## config.mk

```make
export PLATFORM = sky130hd
export DESIGN_NAME = shift_sequencer_flat
export DESIGN_NICKNAME = d
export VERILOG_FILES = /design/src/rtl/shift_sequencer_if.sv /design/src/rtl/shift_sequencer.sv /design/src/flat_wrapper.sv
export SDC_FILE = /design/constraint.sdc
export NUM_CORES = 1
export LEC_CHECK = 0
export ABC_AREA = 1
export ABC_CLOCK_PERIOD_IN_PS = 1540
export BUFFER_PORTS_ARGS = -buffer_cell sky130_fd_sc_hd__clkbuf_2
export CELL_PAD_IN_SITES_DETAIL_PLACEMENT = 0
export CELL_PAD_IN_SITES_GLOBAL_PLACEMENT = 1
export CORE_UTILIZATION = 34
export DETAILED_ROUTE_END_ITERATION = 7
export PLACE_DENSITY = 0.85
export SLEW_MARGIN = 20
export SYNTH_ARGS = -nofsm -noshare
export SYNTH_HDL_FRONTEND = slang
export SYNTH_SLANG_ARGS = --single-unit
```

## constraint.sdc

```tcl
create_clock -name clock -period 1.54 [get_ports clock]
set_input_delay 0.077 -clock clock [delete_from_list [all_inputs] [get_ports clock]]
set_output_delay 0.077 -clock clock [all_outputs]
set_load 0.02 [all_outputs]
```

## src/rtl/shift_sequencer_if.sv

```systemverilog
// Command bus between a requester and the shift sequencer; hold exists only when SHIFT_SEQ_HOLD_EN is defined.
interface shift_sequencer_if #(
    parameter int CNT_W = 4
);
    logic             start;
    logic [CNT_W-1:0] count;
    logic             arith;
`ifdef SHIFT_SEQ_HOLD_EN
    logic             hold;
`endif
    logic             load_n;
    logic             shift;
    logic             asr;
    logic             busy;
    logic             done;
    logic [CNT_W-1:0] remaining;

`ifdef SHIFT_SEQ_HOLD_EN
    modport master (output start, count, arith, hold,
                    input  load_n, shift, asr, busy, done, remaining);
    modport slave  (input  start, count, arith, hold,
                    output load_n, shift, asr, busy, done, remaining);
`else
    modport master (output start, count, arith,
                    input  load_n, shift, asr, busy, done, remaining);
    modport slave  (input  start, count, arith,
                    output load_n, shift, asr, busy, done, remaining);
`endif
endinterface

```

## src/rtl/shift_sequencer.sv

```systemverilog
// Turns one start request into load, N shifts, done for the 8-bit shifter; all outputs registered.
// Optional SHIFT_SEQ_HOLD_EN adds a hold input that pauses shifting in SHIFT.
module shift_sequencer #(
    parameter int WIDTH = 8,
    parameter int CNT_W = 4
) (
    input  logic             clock,
    input  logic             reset_n,
    shift_sequencer_if.slave bus
);
    typedef enum logic [1:0] {IDLE, LOAD, SHIFT, DONE} state_t;

    localparam logic [CNT_W-1:0] MAX_CNT = CNT_W'(WIDTH);
    localparam logic [CNT_W-1:0] ONE     = CNT_W'(1);

    state_t           state, state_nxt;
    logic             load_n_q, shift_q, asr_q, busy_q, done_q;
    logic             load_n_nxt, shift_nxt, asr_nxt, busy_nxt, done_nxt;
    logic [CNT_W-1:0] rem_q, rem_nxt;
    logic             hold_act;

`ifdef SHIFT_SEQ_HOLD_EN
    assign hold_act = bus.hold;
`else
    assign hold_act = 1'b0;
`endif

    always_ff @(posedge clock) begin
        if (!reset_n) begin
            state    <= IDLE;
            load_n_q <= 1'b1;
            shift_q  <= 1'b0;
            asr_q    <= 1'b0;
            busy_q   <= 1'b0;
            done_q   <= 1'b0;
            rem_q    <= '0;
        end else begin
            state    <= state_nxt;
            load_n_q <= load_n_nxt;
            shift_q  <= shift_nxt;
            asr_q    <= asr_nxt;
            busy_q   <= busy_nxt;
            done_q   <= done_nxt;
            rem_q    <= rem_nxt;
        end
    end

    // SHIFT exits only on an edge where a shift was actually issued with one left.
    always_comb begin
        state_nxt = state;
        case (state)
            IDLE:    if (bus.start) state_nxt = LOAD;
            LOAD:    state_nxt = (rem_q == '0) ? DONE : SHIFT;
            SHIFT:   if (shift_q && rem_q == ONE) state_nxt = DONE;
            DONE:    state_nxt = IDLE;
            default: state_nxt = IDLE;
        endcase
    end

    always_comb begin
        load_n_nxt = 1'b1;
        shift_nxt  = 1'b0;
        asr_nxt    = asr_q;
        busy_nxt   = (state_nxt != IDLE);
        done_nxt   = 1'b0;
        rem_nxt    = rem_q;
        case (state)
            IDLE: begin
                if (bus.start) begin
                    load_n_nxt = 1'b0;
                    asr_nxt    = bus.arith;
                    rem_nxt    = (bus.count > MAX_CNT) ? MAX_CNT : bus.count;
                end else begin
                    asr_nxt = 1'b0;
                end
            end
            LOAD: begin
                if (state_nxt == DONE) begin
                    done_nxt = 1'b1;
                    rem_nxt  = '0;
                end else begin
                    shift_nxt = 1'b1;
                end
            end
            SHIFT: begin
                if (shift_q) rem_nxt = rem_q - ONE;
                if (state_nxt == DONE) done_nxt = 1'b1;
                else                   shift_nxt = !hold_act;
            end
            DONE: begin
                asr_nxt = 1'b0;
                rem_nxt = '0;
            end
            default: begin
                asr_nxt = 1'b0;
                rem_nxt = '0;
            end
        endcase
    end

    assign bus.load_n    = load_n_q;
    assign bus.shift     = shift_q;
    assign bus.asr       = asr_q;
    assign bus.busy      = busy_q;
    assign bus.done      = done_q;
    assign bus.remaining = rem_q;
endmodule

```

## src/flat_wrapper.sv

```systemverilog
// flat-port wrapper written by rule: the top's interface ports become plain ports
module shift_sequencer_flat 
#(
    parameter int WIDTH = 8,
    parameter int CNT_W = 4
)
  (clock, reset_n, bus_start, bus_count, bus_arith, bus_load_n, bus_shift, bus_asr, bus_busy, bus_done, bus_remaining);
  shift_sequencer_if #(.CNT_W(CNT_W)) bus_i ();
  input  logic clock;
  input  logic reset_n;
  input wire logic [$bits(bus_i.start)-1:0] bus_start;
  input wire logic [$bits(bus_i.count)-1:0] bus_count;
  input wire logic [$bits(bus_i.arith)-1:0] bus_arith;
  output wire logic [$bits(bus_i.load_n)-1:0] bus_load_n;
  output wire logic [$bits(bus_i.shift)-1:0] bus_shift;
  output wire logic [$bits(bus_i.asr)-1:0] bus_asr;
  output wire logic [$bits(bus_i.busy)-1:0] bus_busy;
  output wire logic [$bits(bus_i.done)-1:0] bus_done;
  output wire logic [$bits(bus_i.remaining)-1:0] bus_remaining;
  assign bus_i.start = bus_start;
  assign bus_i.count = bus_count;
  assign bus_i.arith = bus_arith;
  assign bus_load_n = bus_i.load_n;
  assign bus_shift = bus_i.shift;
  assign bus_asr = bus_i.asr;
  assign bus_busy = bus_i.busy;
  assign bus_done = bus_i.done;
  assign bus_remaining = bus_i.remaining;
  shift_sequencer #(.WIDTH(WIDTH), .CNT_W(CNT_W)) u_core (.clock(clock), .reset_n(reset_n), .bus(bus_i));
endmodule
```

======== Word level (Yosys, flattened, before mapping) ========
Index checks and enable logic that the tools add are counted.
storage, ports and cells
  logic and storage cells ................. 40
  output and inout bits ................... 9
  input port bits ......................... 8
  bits in registers ....................... 11
operators by class
  add/sub/neg operators ................... 1
  equal/unequal tests ..................... 8
  muxes and demuxes ....................... 14
  reduce and logical (&&, ||, !) cells .... 9
  order comparisons ....................... 1
operators by type and width
  cell                   number
  $mux W4                4
  $pmux W4 S4            1
  $pmux W2 S4            1
  $eq A2 B2 Y1 const B   3
  $mux W1                5
  $eq A4 B1 Y1 const B   1
  $gt A4 B4 Y1 const B   1
  $logic_not A4 Y1       1
  $mux W2                2
  $ne A2 B1 Y1 const B   2
  $reduce_and A2 Y1      2
  $reduce_bool A2 Y1     2
  $sub A4 B1 Y4 const B  1
  $reduce_and A3 Y1      1
  $eq A2 B1 Y1 const B   1
  $logic_not A2 Y1       1
  $ne A2 B2 Y1 const B   1
  $pmux W1 S2            1
  $reduce_or A2 Y1       1
  $logic_and A1 B1 Y1    1

======== Depth between registers and ports, before layout ========
Gate-level depths: netlist of run 1.
  word-level depth ........................ 7
  depth in mapped cells ................... 13
  mapped depth without buffers ............ 13

======== Worst setup path before layout of run 1 ========
OpenSTA, ideal clock, no wires.
  kind .................................... register to register
  from .................................... reg u_core.rem_q[0], in the netlist u_core.bus.remaining[0]
  to ...................................... reg u_core.rem_q[2], in the netlist u_core.bus.remaining[2]
  buffers on the path ..................... 0
  arrival time ............................ 1.369 ns
  setup time .............................. 0.115 ns
  cell stages (with the launch flop) ...... 11
  path slack .............................. 0.056 ns
  clock period less this slack ............ 1.484 ns
  data required time ...................... 1.425 ns
  cell sequence ........................... dfxtp_1 inv_1 ha_1 nand3_1 nor2_1 nor2_2 nand2_2 nand2_2 nand2_4 a21oi_1 nor2_1
on the way
  longest elaborated chain between the ends .. 7
  elaborated cells between the ends (all ways) .. 12
  classes of those cells .................. add/sub: 1; eq/ne: 3; mux: 5; reduce/logical: 3
ends and longest elaborated chain
  what                                RTL line               RTL
  start: declaration                  shift_sequencer.sv:19  logic [CNT_W-1:0] rem_q, rem_nxt;
  start signal: assignment            shift_sequencer.sv:44  rem_q <= rem_nxt;
  $eq A4 B1 Y1                        shift_sequencer.sv:54  SHIFT: if (shift_q && rem_q == ONE) state_nxt = DONE;
  $logic_and A1 B1 Y1                 shift_sequencer.sv:54
  $mux W2                             shift_sequencer.sv:54
  $pmux W2 S4                         shift_sequencer.sv:51  case (state)
  $eq A2 B2 Y1                        shift_sequencer.sv:78  if (state_nxt == DONE) begin
  $ne A2 B1 Y1 (no source line)       --
  $reduce_and A3 Y1 (no source line)  --
Parallel ways exist; a longest one is shown, timed or not. The select of a mux whose other input is x is not followed.
A chain may end at the register's enable or synchronous reset.

======== Worst setup path in the final report of run 1 ========
  from .................................... reg u_core.state[1]
  to ...................................... reg u_core.rem_q[2], in the netlist u_core.bus.remaining[2]
on the way
  longest elaborated chain between the ends .. 5
  elaborated cells between the ends (all ways) .. 13
  classes of those cells .................. eq/ne: 7; mux: 4; reduce/logical: 2
ends and longest elaborated chain
  what                                        RTL line                                      RTL
  start: declaration                          shift_sequencer.sv:16                         state_t state, state_nxt;
  start signal: assignment                    shift_sequencer.sv:38                         state <= state_nxt;
  $eq A2 B2 Y1, or another cell as far along  shift_sequencer.sv:51, shift_sequencer.sv:67
  $pmux W2 S4                                 shift_sequencer.sv:51
  $eq A2 B2 Y1                                shift_sequencer.sv:78
  $ne A2 B1 Y1 (no source line)               --
  $reduce_and A3 Y1 (no source line)          --
Parallel ways exist; a longest one is shown, timed or not.

==> metrics.md, run 1 <==
| Metric | Value |
|---|---|
| Unique masters post-synth | 14 |
| CTS Root Cell | clkbuf_4 |
| Total CTS buffers | 3 |
| CP delay by family, top | simple AND/OR/NAND/NOR gates |
| Fin. max-slew vios | 0 |
| Layout cells sized above 1 | between 30% and 40% |
| Largest family of logic cells by synthesized area | simple AND/OR/NAND/NOR gates |
| Max-slew headroom | 85.4% |
| Placed Cells incl. Taps | 141 |
| # fillers | between 150 and 200 |
| Post-layout nets | 136 |
| Post-synthesis mux area share | 0% |
| FF/Latch Area | around 220 µm² |
| Synth warn | 0 |
| Core area | 1750 µm² |
| Final worst path period need | 1440 ps |
| CTS H-tree depth | 1 |
| Power Dens Cells | 1560 nW/µm² |
| Chip height | 45.4 µm |
| Synth Area in Adders | approximately 14% |
| Finish-stage setup viols | 0 |
| Hpwl dp | 1.09 mm |
| Max Clk Rate | approximately 690 MHz |
| Bufs on Longest Clock Path | 2 |
| Die Wd | about 45 µm |
| First-pass DRT Iterations | 3 |
| Post-Route Utilization | just under 50% |
| Via density | 4.27 |
| Clock skew | 1.32 ps |
| RePlAce Congestion | 0.869 |
| Most common cell after layout, fill and taps aside | inv_1 |
| Non-Filler Instances | 145 |
| # DRC | 0 |
| Area of the multi-input gates | approximately 360 µm² |
| Hold Crit Class | input pin to flop |
| Critical Path Start Type | flop |
| TNS Setup | 0 ps |
| Sink Count | 11 |
| GRT Util Overall | 14.3% |
| Slowest cell on the critical path | dfxtp_1 |
| Largest net degree at the start of global routing | 9 |
| Starting DRC count in detailed routing | 13 |
| Post-Syn Area | between 600 and 700 µm² |
| Final Hold Viols | 0 |
| Vias in the first global route | 525 |
| Syn Nets | between 100 and 150 |
| Buf+Inv Stages, Crit Path | 2 |
| Ports | 17 |
| Initial Util | 36.7% |
| Worst-Margin Slew | 219 ps |
| CTS clk-pin slew, worst paths | 70 ps |
| Commonest cells after routing, fill and taps aside | inv_1, clkbuf_2, nand2_1, nor2_1, dfxtp_1 |
| Num rows | 15 |
| Antenna diode count | 0 |
| CTS tree | done |
| Setup bufs post-CTS | 0 |
| Global-route wire length before repair | a little over 2 mm |
| Number of hold-repair buffers added at the cts stage | 0 |
| CP cell instances | buf_4, ha_1, nand2_1, inv_1, nand2_1, nand2_2, nand2_2, nand2_4, a21oi_1, nor2_1 |
| Arrival time of the worst setup path | 1600 ps |
| Status | finished, final reports clean |
| Via Count | slightly above 600 |
| Die area | a little over 2000 µm² |
| GR Overflow Total | 0 |
| Crit share post-route | 93.5% |
| Register area share after synthesis | 34.4% |
| Max cap viols | 0 |
| Critical path peak fanout | 8 |
| Maximum VDD drop | 708 µV |
| Yosys reg bits | 11 |
| Post-Synthesis Cells | 93 |
| Wirelength, routed | approximately 1.4 mm |
| CP peak stage delay | between 300 and 400 ps |
| Syn_area_per_cell | 6.89 µm² |
| Leakage | 0.472 nW |
| Buffers on Ports | 16 |
| RSZ-0062 raised after global routing | false |
| Post-layout instance area | approximately 860 µm² |
| Critical path data required time | 1700 ps |
| Crit. End Element | flop |
| Simple-gate share of the synthesized area | 26.8% |
| Detail Route Antenna Nets | 0 |
| Area of placed instances | 805 µm² |
| Synth Area in Compound Gates | 12.3% |
| Area Growth Syn to Fin | 33.8% |
| XOR/XNOR share of the synthesized area | 0% |
| Post-DR wirelength/cell | 9.46 µm |
| Critical path class | flop to flop |
| Clk_lat worst skew | between 200 and 300 ps |
| Initial antenna violation count | 0 |
| R2r setup slk | about 100 ps |
## layout make-up
class                           instances  share of cell area [%]
Sequential cell                        11                    25.7
Clock buffer                            3                    2.63
Multi-Input combinational cell         60                    42.3
Tap cell                               25                    3.65
Timing Repair Buffer                   23                    15.5
Inverter                               22                    9.64
Clock inverter                          1                   0.584
## logic make-up (layout without fill, tap and decap cells)
kind of cell,count (synthesis),in the layout
AO/OA/AOI/OAI,14,14
buffers and inverters,22,49
flip-flops,11,11
adder cells (fa/ha/maj),7,7
AND/OR/NAND/NOR,39,39
## cells in the mapped netlist, drive strengths merged
| cell type | instances | area share, % |
|---|---|---|
| a21oi | 7 | 5.5 |
| a32o | 1 | 1.6 |
| dfxtp | 11 | 34 |
| ha | 7 | 14 |
| inv | 22 | 13 |
| nand2 | 17 | 12 |
| nand3 | 6 | 4.7 |
| nor2 | 15 | 9.2 |
| o21ai | 3 | 2.3 |
| o22ai | 3 | 2.9 |
| or2 | 1 | 0.98 |
## sequential cells by signal (all words and copies together) (netlist names)
name and flops:
u_core.bus.asr 1, u_core.bus.busy 1, u_core.bus.done 1, u_core.bus.load_n 1
u_core.bus.remaining 4, u_core.bus.shift 1, u_core.state 2
## per-stage QoR
stage | total power, mW | hold slack (ps) | setup slack, ps
finish | 1.33 | 61.9 | 101
global route | 1.46 | 49.6 | 8.45
CTS | 1.32 | 49.4 | 27.8
detailed placement | 1.12 | 338 | 46.4
global placement | 1.11 | 333 | 76.0
floorplan | 0.882 | 198 | 55.6
## power breakdown
group	switching, mW	internal, mW	total, mW
registers	0.0635	0.362	0.426
logic	0.426	0.295	0.721
clock network	0.0920	0.0961	0.188
total	0.581	0.753	1.33
## metal layers
metal / routed length (µm) / global-route usage (%)
met1: 688 / 18.5
met2: 634 / 21.7
met3: 40 / 1.19
met5: 0 / 0
met4: 9 / 10.9
## path summary, 6_finish.rpt
kind / from / to / cells after the start
hold / removal: bus_arith / u_core.bus.asr / 2
setup / recovery: u_core.state[1] / u_core.bus.remaining[2] / 10
setup reg to reg: u_core.state[1] / u_core.bus.remaining[2] / 10
hold reg to reg: u_core.bus.asr / u_core.bus.asr / 1
## what timing repair did
action,in CTS,in global routing
setup endpoints to repair,0,5
hold endpoints to repair,0,0
gates resized for setup,0,7
Power figures use the tool's default switching activity.
==> inputs of run 2 (changes only) <==
- PLACE_DENSITY: 0.85 -> 0.79
- TNS_END_PERCENT: unset -> 20
==> run 2 against run 1 <==
  * Cell count is 1.4% lower
  * Die area stayed put
  * Count of clock-buffer cells in the layout is 1 higher
  * Sequential cell count stayed put
  * Non-clock buffer count is 2 lower
  * Critical endpoint is now u_core.bus.remaining[0]
==> metrics.md, run 2 (synthesized netlist as in run 1, its figures left out) <==
| Metric | Value |
|---|---|
| GRT met3 Usage | 2.78% (+1.6 points) |
| Placed Cells incl. Taps | 138 (-2.1%) |
| Die Wd | 45.4 µm (unchanged) |
| Initial antenna violation count | 0 (unchanged) |
| Power Dens Cells | 1580 nW/µm² (+1.3%) |
| Area Growth Syn to Fin | 31.4% |
| Ports | 17 (unchanged) |
| Final Hold Viols | 0 (unchanged) |
| Global-route wire length before repair | 2.16 mm (+6.5%) |
| Post-Route Utilization | 48.2% (-0.86 points) |
| Post-DR wirelength/cell | 9.19 µm (-2.9%) |
| Sink Count | 11 (unchanged) |
| Worst hold slack | 62.1 ps (+0.213 ps) |
| Area of placed instances | 782 µm² (-2.8%) |
| Critical path peak fanout | 8 (unchanged) |
| Status | finished, final reports clean |
| RSZ-0062 raised after global routing | true |
| TNS Setup | 0 ps (unchanged) |
| Internal power | 750 µW (-0.52%) |
| CTS clk-pin slew, worst paths | 70 ps (about the same) |
| CP cell instances | inv_2, ha_2, inv_2, nand3_1, nor2_1, nor2_2, nand2_2, nand2_2, nand2_4, nand3_1, nand2_1, nor2_1 |
| Total CTS buffers | 3 (unchanged) |
| Layout cells sized above 1 | 32.2% (+2.2 points) |
| Critical path data required time | 1710 ps (about the same) |
| Clk_lat worst skew | 270 ps (about the same) |
| Slowest cell on the critical path | dfxtp_2 |
| Hpwl dp | 1.03 mm (-4.9%) |
| Vias in the first global route | 517 (-1.5%) |
| Chip height | 45.4 µm (unchanged) |
| GRT Util Overall | 14.9% (+0.60 points) |
| Detail Route Antenna Nets | 0 (unchanged) |
| R2r setup slk | 120 ps (+20 ps) |
| Most common cell after layout, fill and taps aside | inv_1 |
| Combinational Power Share | 53.0% (-1.0 points) |
| Crit. End Element | flop |
| Maximum VDD drop | 908 µV (+28%) |
| Initial Util | 36.7% (unchanged) |
| GR Overflow Total | 0 (unchanged) |
| Crit share post-route | 92.5% (-1.0 points) |
| Core area | 1750 µm² (unchanged) |
| Via Count | 600 (-3.1%) |
| Final WS setup | 116 ps (+15.6 ps) |
| Critical Path Start Type | flop |
| # DRC | 0 (unchanged) |
| Switching Share | 43.6% (+0.050 points) |
| Critical path class | flop to flop |
| First-pass DRT Iterations | 4 (+1) |
| CTS Root Cell | clkbuf_4 |
| Bufs on Longest Clock Path | 2 (unchanged) |
| Worst-Margin Slew | 237 ps (+18.2 ps) |
| Via density | 4.20 (-1.7%) |
| RePlAce Congestion | 0.871 (+0.22%) |
| Wirelength, routed | 1.31 mm (-4.2%) |
| Num rows | 15 (unchanged) |
| Post-layout instance area | 842 µm² (-1.8%) |
| Antenna diode count | 0 (unchanged) |
| CTS tree | done |
| Hold Crit Class | input pin to flop |
| Total net switching power | 580 µW (-0.32%) |
| Die area | 2060 µm² (unchanged) |
| Final worst path period need | 1420 ps (-15.6 ps) |
| Max Clk Rate | 702 MHz (+1.1%) |
| Arrival time of the worst setup path | 1590 ps (about the same) |
| Clock skew | 4.21 ps (+2.89 ps) |
| Starting DRC count in detailed routing | 6 (-7) |
| Sequential share of power | 32.1% (+0.2 points) |
| Leakage | 0.462 nW (-2.1%) |
| Clock power frac | 14.8% (+0.7 points) |
| Commonest cells after routing, fill and taps aside | inv_1, clkbuf_2, nor2_1, nand2_1, dfxtp_1 |
| Post-layout nets | 134 (-1.5%) |
| Design Power | 1.33 mW (-0.43%) |
| Fin. max-slew vios | 0 (unchanged) |
| GR peak layer | met1 |
| CTS H-tree depth | 1 (unchanged) |
| Max-slew headroom | 84.2% (-1.2 points) |
| CP peak stage delay | 330 ps (about the same) |
| Routing usage on met2 | 20.6% (-1.1 points) |
| Finish-stage setup viols | 0 (unchanged) |
| Non-Filler Instances | 143 (-1.4%) |
| Max cap viols | 0 (unchanged) |
| Largest net degree at the start of global routing | 9 (unchanged) |
| Buffers on Ports | 16 (unchanged) |
| Max FFs per register | 4 (unchanged) |
| DP Worst Slack | 41.1 ps (-5.27 ps) |
| Met1 usage | 21.1% (+2.5 points) |
## run 2: repair_timing
action / in CTS / in global routing
setup endpoints to repair: 0 / 4
buffers inserted: 0 / 1
hold buffers: 0 / 0
gates resized for setup: 0 / 11
## run 2: per-layer routing
layer | vias up | part of all wire, %
met3 | 4 | 3.9
met4 | 0 | 1.8
met1 | 248 | 53
li1 | 336 | -
met2 | 12 | 41
met5 | - | 0
## run 2: worst paths after layout
check                  start                       to  depth (start not counted)
min                bus_arith           u_core.bus.asr                          2
max reg2reg  u_core.state[0]  u_core.bus.remaining[0]                         12
min reg2reg   u_core.bus.asr           u_core.bus.asr                          1
max          u_core.state[0]  u_core.bus.remaining[0]                         12
## run 2: power groups by stage
stage / Clock [mW] / Combinational, mW / Sequential (mW)
after global placement: 0 / 0.657 / 0.427
after global routing: 0.221 / 0.800 / 0.440
final: 0.197 / 0.705 / 0.427
after detailed placement: 0 / 0.657 / 0.428
after floorplan: 0 / 0.375 / 0.507
after CTS: 0.201 / 0.660 / 0.422
## run 2: area by class of cell
class	count	area [µm²]
Clock buffer	4	26.3
Fill cell	181	903
Inverter	22	82.6
Multi-Input combinational cell	60	360
Sequential cell	11	224
Tap cell	25	31.3
Timing Repair Buffer	21	118
## run 2: worst max-delay path: cells and delay by family (launching register included)
family / cells / cell delay [ps]
adders and majority gates: 1 / 190
buffers and inverters: 2 / 130
DFF: 1 / 330
and+or+nand+nor: 9 / 660
